**config.mk**
```make
export PLATFORM = sky130hd
export DESIGN_NAME = ysyx_22050550_lsu_queue_flat
export DESIGN_NICKNAME = d
export VERILOG_FILES = /design/src/rtl/ysyx_22050550_lsu_queue_if.sv /design/src/rtl/ysyx_22050550_lsu_queue.sv /design/src/flat_wrapper.sv
export SDC_FILE = /design/constraint.sdc
export NUM_CORES = 1
export LEC_CHECK = 0
export ABC_CLOCK_PERIOD_IN_PS = 3220
export BUFFER_PORTS_ARGS = -buffer_cell sky130_fd_sc_hd__buf_2
export CAP_MARGIN = 20
export CELL_PAD_IN_SITES_DETAIL_PLACEMENT = 2
export CELL_PAD_IN_SITES_GLOBAL_PLACEMENT = 2
export CORE_ASPECT_RATIO = 1.1
export CORE_MARGIN = 3
export CORE_UTILIZATION = 28
export DETAILED_ROUTE_END_ITERATION = 8
export GPL_ROUTABILITY_DRIVEN = 1
export PLACE_DENSITY = 0.85
export SETUP_SLACK_MARGIN = 0.05
export SYNTH_ARGS = -nofsm -noshare
export SYNTH_HDL_FRONTEND = slang
export SYNTH_SLANG_ARGS = --single-unit
```
**constraint.sdc**
```tcl
create_clock -name clock -period 3.22 [get_ports clock]
set_input_delay 0.161 -clock clock [delete_from_list [all_inputs] [get_ports clock]]
set_output_delay 0.161 -clock clock [all_outputs]
set_load 0.02 [all_outputs]
```
**src/rtl/ysyx_22050550_lsu_queue_if.sv**
```systemverilog
// Bundle of every handshake/bus signal around the LSU.
//   req_*    : EX -> LSU memory request (valid/ready)
//   resp_*   : LSU -> WB response (valid/ready)
//   cache_*  : LSU -> D-cache request, cache_dataok pulses on completion
//   ar/r/aw/w/b : AXI-style device channels
// Modports:
//   master : the LSU itself (drives cache/device requests and the response)
//   slave  : the surroundings (pipeline, D-cache, device bus)
interface ysyx_22050550_lsu_queue_if #(
  parameter int unsigned XLEN = 64
);
  localparam int unsigned NB = XLEN / 8;

  logic            req_valid;
  logic            req_ready;
  logic [XLEN-1:0] req_addr;
  logic [XLEN-1:0] req_wdata;
  logic [2:0]      req_func3;
  logic            req_rd;
  logic            req_wr;

  logic            resp_valid;
  logic            resp_ready;
  logic [XLEN-1:0] resp_data;
  logic            resp_err;

  logic            cache_valid;
  logic            cache_op;
  logic [XLEN-1:0] cache_addr;
  logic [XLEN-1:0] cache_wdata;
  logic [NB-1:0]   cache_wmask;
  logic [XLEN-1:0] cache_data;
  logic            cache_dataok;

  logic            ar_valid;
  logic            ar_ready;
  logic [XLEN-1:0] ar_addr;
  logic [2:0]      ar_size;
  logic            r_valid;
  logic            r_ready;
  logic [XLEN-1:0] r_data;

  logic            aw_valid;
  logic            aw_ready;
  logic [XLEN-1:0] aw_addr;
  logic [2:0]      aw_size;
  logic            w_valid;
  logic            w_ready;
  logic [XLEN-1:0] w_data;
  logic [NB-1:0]   w_strb;
  logic            b_valid;
  logic            b_ready;

  modport master (
    input  req_valid, req_addr, req_wdata, req_func3, req_rd, req_wr,
    output req_ready,
    output resp_valid, resp_data, resp_err,
    input  resp_ready,
    output cache_valid, cache_op, cache_addr, cache_wdata, cache_wmask,
    input  cache_data, cache_dataok,
    output ar_valid, ar_addr, ar_size, r_ready,
    input  ar_ready, r_valid, r_data,
    output aw_valid, aw_addr, aw_size, w_valid, w_data, w_strb, b_ready,
    input  aw_ready, w_ready, b_valid
  );

  modport slave (
    output req_valid, req_addr, req_wdata, req_func3, req_rd, req_wr,
    input  req_ready,
    input  resp_valid, resp_data, resp_err,
    output resp_ready,
    input  cache_valid, cache_op, cache_addr, cache_wdata, cache_wmask,
    output cache_data, cache_dataok,
    input  ar_valid, ar_addr, ar_size, r_ready,
    output ar_ready, r_valid, r_data,
    input  aw_valid, aw_addr, aw_size, w_valid, w_data, w_strb, b_ready,
    output aw_ready, w_ready, b_valid
  );
endinterface

```
**src/rtl/ysyx_22050550_lsu_queue.sv**
```systemverilog
// Load/store unit between EX and WB.
// Accepts one memory op per req handshake, routes it by addr[31:28] to the D-cache (PMEM_TAG)
// or to the AXI-style device port, aligns store data/mask and load data by byte offset,
// sign/zero-extends loads by func3 and returns a registered response with an error flag
// (misaligned access or device timeout).
// Ports:
//   clock : single clock
//   reset : synchronous, active-high; abandons any transaction in flight
//   bus   : ysyx_22050550_lsu_queue_if.master (request, response, cache and device channels)
module ysyx_22050550_lsu_queue #(
  parameter int unsigned XLEN        = 64,
  parameter logic [3:0]  PMEM_TAG    = 4'h8,
  parameter int unsigned DEV_TIMEOUT = 255
) (
  input logic                       clock,
  input logic                       reset,
  ysyx_22050550_lsu_queue_if.master bus
);
  localparam int unsigned NB   = XLEN / 8;
  localparam int unsigned OFFW = $clog2(NB);
  localparam int unsigned TW   = $clog2(DEV_TIMEOUT + 1);

  typedef enum logic [2:0] {StIdle, StCache, StAr, StR, StAww, StB, StResp} state_t;

  state_t          state;
  logic [TW-1:0]   timer;
  logic [OFFW-1:0] off;
  logic [2:0]      op_func3;
  logic            is_load;

  // Request decode, evaluated on the accept cycle straight from the request inputs
  logic [1:0]      req_size;
  logic [OFFW-1:0] req_off;
  logic            req_misaligned;
  logic [NB-1:0]   req_mask;
  logic [XLEN-1:0] req_wdata_sh;
  logic            req_is_pmem;

  always_comb begin
    req_size       = bus.req_func3[1:0];
    req_off        = bus.req_addr[OFFW-1:0];
    req_misaligned = (req_off & OFFW'((4'd1 << req_size) - 4'd1)) != '0;
    req_mask       = ~({NB{1'b1}} << (4'd1 << req_size));
    req_mask       = req_mask << req_off;
    req_wdata_sh   = bus.req_wdata << {req_off, 3'b000};
    req_is_pmem    = bus.req_addr[31:28] == PMEM_TAG;
  end

  // Load data path: shared by the cache and device returns
  logic [XLEN-1:0] load_raw;
  logic [XLEN-1:0] load_sh;
  logic [XLEN-1:0] lo_mask;
  logic            load_sign;
  logic [XLEN-1:0] load_ext;

  always_comb begin
    load_raw = (state == StCache) ? bus.cache_data : bus.r_data;
    load_sh  = load_raw >> {off, 3'b000};
    unique case (op_func3[1:0])
      2'd0:    begin lo_mask = XLEN'(64'hFF);        load_sign = load_sh[7];  end
      2'd1:    begin lo_mask = XLEN'(64'hFFFF);      load_sign = load_sh[15]; end
      2'd2:    begin lo_mask = XLEN'(64'hFFFF_FFFF); load_sign = load_sh[31]; end
      default: begin lo_mask = '1;                   load_sign = 1'b0;        end
    endcase
    load_ext = (load_sh & lo_mask) | ((load_sign && !op_func3[2]) ? ~lo_mask : '0);
    // func3 3'b111 has no defined load; hand back the word as fetched
    if (op_func3 == 3'b111) load_ext = load_raw;
  end

  logic dev_wait;
  logic timeout;
  logic aw_fin;
  logic w_fin;

  always_comb begin
    dev_wait = (state == StAr) || (state == StR) || (state == StAww) || (state == StB);
    timeout  = dev_wait && (timer == TW'(DEV_TIMEOUT - 1));
    aw_fin   = !bus.aw_valid || bus.aw_ready;
    w_fin    = !bus.w_valid || bus.w_ready;
  end

  always_ff @(posedge clock) begin
    if (reset) begin
      state           <= StIdle;
      timer           <= '0;
      off             <= '0;
      op_func3        <= '0;
      is_load         <= 1'b0;
      bus.req_ready   <= 1'b0;
      bus.resp_valid  <= 1'b0;
      bus.resp_data   <= '0;
      bus.resp_err    <= 1'b0;
      bus.cache_valid <= 1'b0;
      bus.cache_op    <= 1'b0;
      bus.cache_addr  <= '0;
      bus.cache_wdata <= '0;
      bus.cache_wmask <= '0;
      bus.ar_valid    <= 1'b0;
      bus.ar_addr     <= '0;
      bus.ar_size     <= '0;
      bus.r_ready     <= 1'b0;
      bus.aw_valid    <= 1'b0;
      bus.aw_addr     <= '0;
      bus.aw_size     <= '0;
      bus.w_valid     <= 1'b0;
      bus.w_data      <= '0;
      bus.w_strb      <= '0;
      bus.b_ready     <= 1'b0;
    end else if (timeout) begin
      // Abort wins over any handshake landing in the same cycle
      bus.ar_valid   <= 1'b0;
      bus.r_ready    <= 1'b0;
      bus.aw_valid   <= 1'b0;
      bus.w_valid    <= 1'b0;
      bus.b_ready    <= 1'b0;
      bus.resp_valid <= 1'b1;
      bus.resp_data  <= '0;
      bus.resp_err   <= 1'b1;
      state          <= StResp;
    end else begin
      if (dev_wait) timer <= timer + 1'b1;
      unique case (state)
        StIdle: begin
          bus.req_ready <= 1'b1;
          if (bus.req_valid && bus.req_ready) begin
            bus.req_ready <= 1'b0;
            op_func3      <= bus.req_func3;
            off           <= req_off;
            is_load       <= bus.req_rd;
            if (!bus.req_rd && !bus.req_wr) begin
              bus.resp_valid <= 1'b1;
              bus.resp_data  <= '0;
              bus.resp_err   <= 1'b0;
              state          <= StResp;
            end else if (req_misaligned) begin
              bus.resp_valid <= 1'b1;
              bus.resp_data  <= '0;
              bus.resp_err   <= 1'b1;
              state          <= StResp;
            end else if (req_is_pmem) begin
              bus.cache_valid <= 1'b1;
              bus.cache_op    <= !bus.req_rd;
              bus.cache_addr  <= bus.req_addr;
              bus.cache_wdata <= req_wdata_sh;
              bus.cache_wmask <= bus.req_rd ? '0 : req_mask;
              state           <= StCache;
            end else if (bus.req_rd) begin
              bus.ar_valid <= 1'b1;
              bus.ar_addr  <= bus.req_addr;
              bus.ar_size  <= {1'b0, req_size};
              timer        <= '0;
              state        <= StAr;
            end else begin
              bus.aw_valid <= 1'b1;
              bus.aw_addr  <= bus.req_addr;
              bus.aw_size  <= {1'b0, req_size};
              bus.w_valid  <= 1'b1;
              bus.w_data   <= req_wdata_sh;
              bus.w_strb   <= req_mask;
              timer        <= '0;
              state        <= StAww;
            end
          end
        end
        StCache: begin
          if (bus.cache_dataok) begin
            bus.cache_valid <= 1'b0;
            bus.resp_valid  <= 1'b1;
            bus.resp_data   <= is_load ? load_ext : '0;
            bus.resp_err    <= 1'b0;
            state           <= StResp;
          end
        end
        StAr: begin
          if (bus.ar_ready) begin
            bus.ar_valid <= 1'b0;
            bus.r_ready  <= 1'b1;
            state        <= StR;
          end
        end
        StR: begin
          if (bus.r_valid) begin
            bus.r_ready    <= 1'b0;
            bus.resp_valid <= 1'b1;
            bus.resp_data  <= load_ext;
            bus.resp_err   <= 1'b0;
            state          <= StResp;
          end
        end
        StAww: begin
          if (bus.aw_valid && bus.aw_ready) bus.aw_valid <= 1'b0;
          if (bus.w_valid && bus.w_ready) bus.w_valid <= 1'b0;
          if (aw_fin && w_fin) begin
            bus.b_ready <= 1'b1;
            state       <= StB;
          end
        end
        StB: begin
          if (bus.b_valid) begin
            bus.b_ready    <= 1'b0;
            bus.resp_valid <= 1'b1;
            bus.resp_data  <= '0;
            bus.resp_err   <= 1'b0;
            state          <= StResp;
          end
        end
        StResp: begin
          // Back to IDLE with req_ready already high; no accept in the handshake cycle itself
          if (bus.resp_ready) begin
            bus.resp_valid <= 1'b0;
            bus.req_ready  <= 1'b1;
            state          <= StIdle;
          end
        end
        default: state <= StIdle;
      endcase
    end
  end
endmodule
```
**src/flat_wrapper.sv**
```systemverilog
// flat-port wrapper written by rule: the top's interface ports become plain ports
module ysyx_22050550_lsu_queue_flat 
#(
  parameter int unsigned XLEN        = 64,
  parameter logic [3:0]  PMEM_TAG    = 4'h8,
  parameter int unsigned DEV_TIMEOUT = 255
)
  (clock, reset, bus_req_valid, bus_req_addr, bus_req_wdata, bus_req_func3, bus_req_rd, bus_req_wr, bus_req_ready, bus_resp_valid, bus_resp_data, bus_resp_err, bus_resp_ready, bus_cache_valid, bus_cache_op, bus_cache_addr, bus_cache_wdata, bus_cache_wmask, bus_cache_data, bus_cache_dataok, bus_ar_valid, bus_ar_addr, bus_ar_size, bus_r_ready, bus_ar_ready, bus_r_valid, bus_r_data, bus_aw_valid, bus_aw_addr, bus_aw_size, bus_w_valid, bus_w_data, bus_w_strb, bus_b_ready, bus_aw_ready, bus_w_ready, bus_b_valid);
  ysyx_22050550_lsu_queue_if #(.XLEN(XLEN)) bus_i ();
  input logic clock;
  input logic reset;
  input wire logic [$bits(bus_i.req_valid)-1:0] bus_req_valid;
  input wire logic [$bits(bus_i.req_addr)-1:0] bus_req_addr;
  input wire logic [$bits(bus_i.req_wdata)-1:0] bus_req_wdata;
  input wire logic [$bits(bus_i.req_func3)-1:0] bus_req_func3;
  input wire logic [$bits(bus_i.req_rd)-1:0] bus_req_rd;
  input wire logic [$bits(bus_i.req_wr)-1:0] bus_req_wr;
  output wire logic [$bits(bus_i.req_ready)-1:0] bus_req_ready;
  output wire logic [$bits(bus_i.resp_valid)-1:0] bus_resp_valid;
  output wire logic [$bits(bus_i.resp_data)-1:0] bus_resp_data;
  output wire logic [$bits(bus_i.resp_err)-1:0] bus_resp_err;
  input wire logic [$bits(bus_i.resp_ready)-1:0] bus_resp_ready;
  output wire logic [$bits(bus_i.cache_valid)-1:0] bus_cache_valid;
  output wire logic [$bits(bus_i.cache_op)-1:0] bus_cache_op;
  output wire logic [$bits(bus_i.cache_addr)-1:0] bus_cache_addr;
  output wire logic [$bits(bus_i.cache_wdata)-1:0] bus_cache_wdata;
  output wire logic [$bits(bus_i.cache_wmask)-1:0] bus_cache_wmask;
  input wire logic [$bits(bus_i.cache_data)-1:0] bus_cache_data;
  input wire logic [$bits(bus_i.cache_dataok)-1:0] bus_cache_dataok;
  output wire logic [$bits(bus_i.ar_valid)-1:0] bus_ar_valid;
  output wire logic [$bits(bus_i.ar_addr)-1:0] bus_ar_addr;
  output wire logic [$bits(bus_i.ar_size)-1:0] bus_ar_size;
  output wire logic [$bits(bus_i.r_ready)-1:0] bus_r_ready;
  input wire logic [$bits(bus_i.ar_ready)-1:0] bus_ar_ready;
  input wire logic [$bits(bus_i.r_valid)-1:0] bus_r_valid;
  input wire logic [$bits(bus_i.r_data)-1:0] bus_r_data;
  output wire logic [$bits(bus_i.aw_valid)-1:0] bus_aw_valid;
  output wire logic [$bits(bus_i.aw_addr)-1:0] bus_aw_addr;
  output wire logic [$bits(bus_i.aw_size)-1:0] bus_aw_size;
  output wire logic [$bits(bus_i.w_valid)-1:0] bus_w_valid;
  output wire logic [$bits(bus_i.w_data)-1:0] bus_w_data;
  output wire logic [$bits(bus_i.w_strb)-1:0] bus_w_strb;
  output wire logic [$bits(bus_i.b_ready)-1:0] bus_b_ready;
  input wire logic [$bits(bus_i.aw_ready)-1:0] bus_aw_ready;
  input wire logic [$bits(bus_i.w_ready)-1:0] bus_w_ready;
  input wire logic [$bits(bus_i.b_valid)-1:0] bus_b_valid;
  assign bus_i.req_valid = bus_req_valid;
  assign bus_i.req_addr = bus_req_addr;
  assign bus_i.req_wdata = bus_req_wdata;
  assign bus_i.req_func3 = bus_req_func3;
  assign bus_i.req_rd = bus_req_rd;
  assign bus_i.req_wr = bus_req_wr;
  assign bus_req_ready = bus_i.req_ready;
  assign bus_resp_valid = bus_i.resp_valid;
  assign bus_resp_data = bus_i.resp_data;
  assign bus_resp_err = bus_i.resp_err;
  assign bus_i.resp_ready = bus_resp_ready;
  assign bus_cache_valid = bus_i.cache_valid;
  assign bus_cache_op = bus_i.cache_op;
  assign bus_cache_addr = bus_i.cache_addr;
  assign bus_cache_wdata = bus_i.cache_wdata;
  assign bus_cache_wmask = bus_i.cache_wmask;
  assign bus_i.cache_data = bus_cache_data;
  assign bus_i.cache_dataok = bus_cache_dataok;
  assign bus_ar_valid = bus_i.ar_valid;
  assign bus_ar_addr = bus_i.ar_addr;
  assign bus_ar_size = bus_i.ar_size;
  assign bus_r_ready = bus_i.r_ready;
  assign bus_i.ar_ready = bus_ar_ready;
  assign bus_i.r_valid = bus_r_valid;
  assign bus_i.r_data = bus_r_data;
  assign bus_aw_valid = bus_i.aw_valid;
  assign bus_aw_addr = bus_i.aw_addr;
  assign bus_aw_size = bus_i.aw_size;
  assign bus_w_valid = bus_i.w_valid;
  assign bus_w_data = bus_i.w_data;
  assign bus_w_strb = bus_i.w_strb;
  assign bus_b_ready = bus_i.b_ready;
  assign bus_i.aw_ready = bus_aw_ready;
  assign bus_i.w_ready = bus_w_ready;
  assign bus_i.b_valid = bus_b_valid;
  ysyx_22050550_lsu_queue #(.XLEN(XLEN), .PMEM_TAG(PMEM_TAG), .DEV_TIMEOUT(DEV_TIMEOUT)) u_core (.clock(clock), .reset(reset), .bus(bus_i));
endmodule
```
## Word level (Yosys, flattened, before mapping)

Index checks and enable logic that the tools add are counted.

| operators by class | value |
|---|---|
| $add $sub $neg | 2 |
| equal/unequal tests | 35 |
| shift-type cells | 5 |
| mux-type cells | 77 |
| bitwise operators | 10 |
| reduce and logical (&&, ||, !) cells | 46 |

Operators by type and width:

| cell | count |
|---|---|
| $mux W64 | 10 |
| $pmux W64 S4 | 1 |
| $pmux W64 S3 | 1 |
| $and A64 B64 Y64 | 1 |
| $not A64 Y64 | 1 |
| $or A64 B64 Y64 | 1 |
| $shl A64 B6 Y64 | 1 |
| $shr A64 B6 Y64 | 1 |
| $reduce_and A7 Y1 | 9 |
| $mux W8 | 7 |
| $mux W3 | 12 |
| $mux W1 | 35 |
| $ne A2 B2 Y1 const B | 13 |
| $pmux W3 S7 | 1 |
| $ne A3 B2 Y1 const B | 6 |
| $reduce_and A6 Y1 | 3 |
| $pmux W1 S2 | 7 |
| $eq A3 B3 Y1 const B | 4 |
| $reduce_and A3 Y1 | 4 |
| $reduce_bool A2 Y1 | 6 |
| $add A8 B1 Y8 const B | 1 |
| $eq A8 B8 Y1 const B | 1 |
| $not A8 Y8 | 1 |
| $shl A8 B3 Y8 | 1 |
| 26 further kinds | 47 |

| word-level totals | value |
|---|---|
| flip-flop bits (word level) | 432 |
| input port bits | 271 |
| output and inout bits | 416 |

## Depth between registers and ports, before layout

| logic depth | value |
|---|---|
| depth in word-level cells | 11 |
| mapped depth | 12 |
| mapped depth without buffers | 9 |

## Worst setup path after synthesis

OpenSTA, ideal clock, no wires.

| timing path | value |
|---|---|
| path type | register to register |
| start | reg u_core.state[1] |
| end | reg u_core.bus.cache_wdata[28] |
| library setup time | 0.070 ns |
| arrival | 2.474 ns |
| required time | 3.150 ns |
| slack | 0.675 ns |
| cell stages (with the launch flop) | 12 |
| path buffers | 4 |
| period minus slack after synthesis | 2.545 ns |
| path through | dfxtp_1 ha_1 nand3_1 or3_1 clkbuf_1 and2_1 nand3_1 clkbuf_1 buf_2 buf_1 nand2_1 a21oi_1 |

| between the ends | value |
|---|---|
| cells in the longest elaborated chain, start to end | 7 |
| elaborated cells between the ends (all ways) | 11 |

Ends and longest elaborated chain:

| element | line | source |
|---|---|---|
| from (decl) | ysyx_22050550_lsu_queue.sv:25 | `state_t state;` |
| from (signal assigned) | ysyx_22050550_lsu_queue.sv:84 | `state <= StIdle;` |
| from (signal assigned) | ysyx_22050550_lsu_queue.sv:119 | `state <= StResp;` |
| from (signal assigned) | ysyx_22050550_lsu_queue.sv:134 | `state <= StResp;` |
| $eq A3 B2 Y1 | ysyx_22050550_lsu_queue.sv:76 | `dev_wait = (state == StAr) \|\| (state == StR) \|\| (state == StAww) \|\| (state == StB);` |
| $logic_or A1 B1 Y1 (3 in a row) | ysyx_22050550_lsu_queue.sv:76 |  |
| $logic_and A1 B1 Y1 | ysyx_22050550_lsu_queue.sv:77 | `timeout = dev_wait && (timer == TW'(DEV_TIMEOUT - 1));` |
| $not A1 Y1 (no line) | -- |  |
| $reduce_and A6 Y1 (no line) (*) | -- |  |
| to (signal assigned) | ysyx_22050550_lsu_queue.sv:144 | `bus.cache_wdata <= req_wdata_sh;` |
| to (decl) | ysyx_22050550_lsu_queue_if.sv:59 | `output cache_valid, cache_op, cache_addr, cache_wdata, cache_wmask,` |

Mark *: on every way between the ends. The rest lies on a longest branch, timed or not.
A chain may end at the register's enable or synchronous reset.

## Worst setup path in the final report

| timing path | value |
|---|---|
| start | reg u_core.state[0] |
| end | reg u_core.bus.resp_data[19] |

| between the ends | value |
|---|---|
| cells in the longest elaborated chain, start to end | 11 |
| elaborated cells between the ends (all ways) | 30 |

Ends and longest elaborated chain:

| element | line | source |
|---|---|---|
| $eq A3 B1 Y1 | ysyx_22050550_lsu_queue.sv:57, ysyx_22050550_lsu_queue.sv:122 |  |
| $mux W64 | ysyx_22050550_lsu_queue.sv:57 | `load_raw = (state == StCache) ? bus.cache_data : bus.r_data;` |
| $shr A64 B6 Y64 | ysyx_22050550_lsu_queue.sv:58 | `load_sh = load_raw >> {off, 3'b000};` |
| $pmux W1 S3 | ysyx_22050550_lsu_queue.sv:59 | `unique case (op_func3[1:0])` |
| $logic_and A1 B1 Y1 | ysyx_22050550_lsu_queue.sv:65 | `load_ext = (load_sh & lo_mask) \| ((load_sign && !op_func3[2]) ? ~lo_mask : '0);` |
| $mux W64 | ysyx_22050550_lsu_queue.sv:65 |  |
| $or A64 B64 Y64 | ysyx_22050550_lsu_queue.sv:65 |  |
| $mux W64 | ysyx_22050550_lsu_queue.sv:67 | `if (op_func3 == 3'b111) load_ext = load_raw;` |
| $mux W64 | ysyx_22050550_lsu_queue.sv:169 | `bus.resp_data <= is_load ? load_ext : '0;` |
| $mux W64 | ysyx_22050550_lsu_queue.sv:166 | `if (bus.cache_dataok) begin` |
| $pmux W64 S4 | ysyx_22050550_lsu_queue.sv:122 | `unique case (state)` |
| to (signal assigned) | ysyx_22050550_lsu_queue.sv:169 |  |
| to (signal assigned) | ysyx_22050550_lsu_queue.sv:185 | `bus.resp_data <= load_ext;` |
| to (decl) | ysyx_22050550_lsu_queue_if.sv:57 | `output resp_valid, resp_data, resp_err,` |

Several ways; a longest one is shown, not always the timed one. The select of a mux whose other input is x is not followed.

==> Flow_metrics.wiki <==
{| class="wikitable"
! Metric !! Value
|-
| Fill cell count || 8182
|-
| Count of clock tree sinks || 432
|-
| Cell taking the most area after synthesis || dfxtp_1
|-
| Total vias in the final route || 24096
|-
| Clock slew at the register clock pins of the worst setup and hold paths || 0.06 ns
|-
| Number of buffers created by CTS || 50
|-
| Combined flip-flop and latch cell area || 8650 um^2
|-
| Crit path capture type || register
|-
| Setup repair after global routing missed its margin || false
|-
| Flip-flop and latch count after synthesis || 432
|-
| Maximum number of pins on one net before global-route repair || 88
|-
| Reg2Reg Depth || 8
|-
| PwrDens || 596 nW/um^2
|-
| IO buf count || 684
|-
| Worst skew pair latency || 0.64 ns
|-
| Synth top area share || 42.5%
|-
| Max-slew violation count || 0
|-
| Count of different cell masters after synthesis || 72
|-
| Chip Width || 263 um
|-
| Fin cells || 4267
|-
| Share of the clock period used by the worst path || 95.4%
|-
| Run status || complete, no violations
|-
| Average via count per standard cell || 5.65
|-
| Avg Cell Area, Syn || 7.94 um^2
|-
| Worst Path Required || 3.74 ns
|-
| Peak clock frequency supported by timing || 326 MHz
|-
| Most common library cell in the layout ignoring fill and taps || buf_2
|-
| Placement row count || 103
|-
| Worst rel slew slack || 33.8%
|-
| Overflow after GRT || 0
|-
| Post-synth EDFFs || 0
|-
| Combined global-route utilization of all metal layers || 31.6%
|-
| Gate count after technology mapping || 2564
|-
| Area of combinational cells with multiple inputs || 10800 um^2
|-
| Hold Crit Depth || 5
|-
| Final Hold Viols || 0
|-
| Antenna violations before repair || 14
|-
| Biggest area contributors in the synthesized netlist || dfxtp_1 (42%), nand2_1 (11%), a21oi_1 (9.7%), mux2i_1 (7.0%), a211oi_1 (4.1%)
|-
| Wire length per cell after detailed routing || 29.6 um
|-
| Area of the mapped netlist || 20400 um^2
|-
| Clock Skews || 0.0624 ns
|-
| Count of final setup violators || 0
|-
| GP Congestion || 0.969
|-
| Fraction of layout cells with a size suffix above 1 || 28.5%
|-
| Post-CTS repair timing setup buffer count || 0
|-
| Type of the setup path with the least slack || register to register
|-
| Path class of the lowest-slack min-delay path || input pin to register
|-
| Post-synth top flop || dfxtp_1
|-
| Leakage power || 11.9 nW
|-
| Largest fanout on the critical path || 19
|-
| Delay of the slowest critical-path stage || 0.56 ns
|-
| I/O pin total || 687
|-
| Die footprint || 76000 um^2
|-
| WP data arrival || 3.59 ns
|-
| Number of warnings printed during yosys synthesis || 0
|-
| CTS root buffer || clkbuf_16
|-
| Die Height || 289 um
|-
| Area growth from synthesis to final layout || 36.3%
|-
| CP Launch Type || register
|-
| Cell occurring most often along the worst timing path || buf_4
|-
| Async set-or-reset flop fraction in the synthesized netlist || 0%
|-
| Wire length after detailed routing || 126 mm
|-
| Antenna-violating nets left || 0
|-
| CTS tree || built
|-
| Count of placed standard cells including taps || 4076
|-
| Cell chain of the critical path || or3b_4 -> buf_4 -> mux2i_1 -> buf_4 -> mux4_2 -> o211ai_1 -> nand3_1 -> a21oi_1
|-
| Max-Cap Viols || 0
|-
| Effective utilization at floorplan || 28.3%
|-
| Final standard cell area without fillers || 27700 um^2
|-
| Via count of the first global-routing pass || 26410
|-
| Number of nets in the finished design || 3547
|-
| Slowest stage cell, crit path || or3b_4
|-
| DRC Markers || 0
|-
| Tightest Pin Transition || 0.993 ns
|-
| Number of search-and-repair iterations in the first detailed-routing pass || 5
|-
| Global-route wire length before repair || 182 mm
|-
| Sequential area share after synthesis || 42.5%
|-
| CORE AREA || 71900 um^2
|-
| Instance area after placement || 25100 um^2
|-
| Detailed Route Iter0 Violations || 1590
|-
| Setup TNS || 0 ns
|-
| Post-layout min period || 3.07 ns
|-
| Maximum root-to-sink buffer count || 3
|-
| H-tree lvl count || 2
|-
| Commonest cells after routing, fill and taps aside || buf_2 (681), nand2_1 (589), dfxtp_1 (430)
|-
| HPWL Detailed || 82.8 mm
|-
| Peak supply drop || 418 uV
|}
-- final timing paths --
path                            slack [ns]                                  start                               endpoint
worst max register to register        0.15           u_core.state[0]$_SDFFE_PP0P_  u_core.bus.resp_data[19]$_SDFFE_PP0P_
worst min-delay path                  0.02                     bus_cache_data[28]  u_core.bus.resp_data[28]$_SDFFE_PP0P_
worst min register to register        0.44  u_core.bus.resp_data[14]$_SDFFE_PP0P_  u_core.bus.resp_data[14]$_SDFFE_PP0P_
worst max-delay path                  0.15           u_core.state[0]$_SDFFE_PP0P_  u_core.bus.resp_data[19]$_SDFFE_PP0P_
-- layout make-up --
cell class / instances / area share [%]
Multi-Input combinational cell: 1896 / 39.0
Sequential cell: 432 / 31.2
Timing Repair Buffer: 880 / 19.2
Clock buffer: 73 / 5.33
Tap cell: 945 / 4.26
Clock inverter: 18 / 0.762
Inverter: 13 / 0.176
Antenna cell: 10 / 0.0902
-- stage by stage --
stage / utilization (%) / hold WS (ns) / setup slack [ns] / total power, mW
after floorplan: - / 0.277 / 0.675 / 8.36
after global placement: 34.9 / 0.421 / 0.163 / 10.2
after detailed placement: 34.9 / 0.429 / 0.0727 / 10.3
after CTS: 38.5 / 0.000786 / 0.183 / 16.4
after global routing: 38.6 / 0.0372 / 0.0679 / 17.1
final: 38.6 / 0.0156 / 0.148 / 16.5
-- synthesized netlist by cell type (23+ instances only) --
cell type and instances:
nor3_1 35, and2_1 43, o22ai_1 31, dfxtp_1 432, mux2i_1 143, o21ai_0 48, a21oi_1 395, a22oi_1 26
buf_1 23, nand2_1 589, nor2_1 208, nand3_1 49, mux4_2 24, a211oi_1 112, clkbuf_1 162, buf_2 29
-- cells by family (layout without fill, tap and decap cells) --
group,count (synthesis),after routing,synth area share (%)
AOI/OAI and AO/OA,724,724,21.6
buffers and inverters,237,984,4.80
and+or+nand+nor,976,976,19.9
other,1,12,0.0184
adders and majority gates,3,3,0.184
xor gates and xnor gates,5,5,0.215
muxes,186,186,10.8
DFF,432,432,42.5
-- power breakdown --
group | total (mW) | internal (mW) | switching, mW | leakage (nW)
clock | 6.07 | 3.37 | 2.70 | 0.821
combinational | 4.75 | 1.59 | 3.16 | 7.59
sequential | 5.72 | 5.53 | 0.181 | 3.48
total | 16.5 | 10.5 | 6.04 | 11.9
-- worst max-delay path, delay by kind of cell, from the launching register on --
kind                   cells  cell delay [ns]
AND/OR/NAND/NOR            2             0.74
flip-flops                 1             0.33
AO/OA/AOI/OAI              2             0.68
buffers and inverters      2             0.50
multiplexers               2             0.72
-- layer usage --
metal	share of wire, %	global-route usage [%]	up-vias
met5	0.063	0	-
met4	8.4	22.5	12
met3	7.4	7.89	482
met2	50	56.1	1196
met1	34	32.7	12031
li1	-	-	10375
-- what timing repair did --
action,4_1_cts,5_1_grt
setup endpoints to repair,1,10
hold endpoints to repair,218,0
pin swaps,0,0
hold buffers,90,0
resized for setup,1,4
gates cloned,0,0
-- flip-flops by register name, summed over array words and instances (netlist names), 2 cells and up --
register and flops:
u_core.state 3, u_core.bus.cache_addr 64, u_core.op_func3 3, u_core.bus.aw_addr 64, u_core.bus.ar_size 2, u_core.bus.w_strb 8, u_core.timer 8, u_core.bus.w_data 64
u_core.bus.ar_addr 64, u_core.bus.cache_wmask 8, u_core.bus.resp_data 64, u_core.bus.aw_size 2, u_core.off 3, u_core.bus.cache_wdata 64
Note: power is estimated with default switching activity, not from simulation.
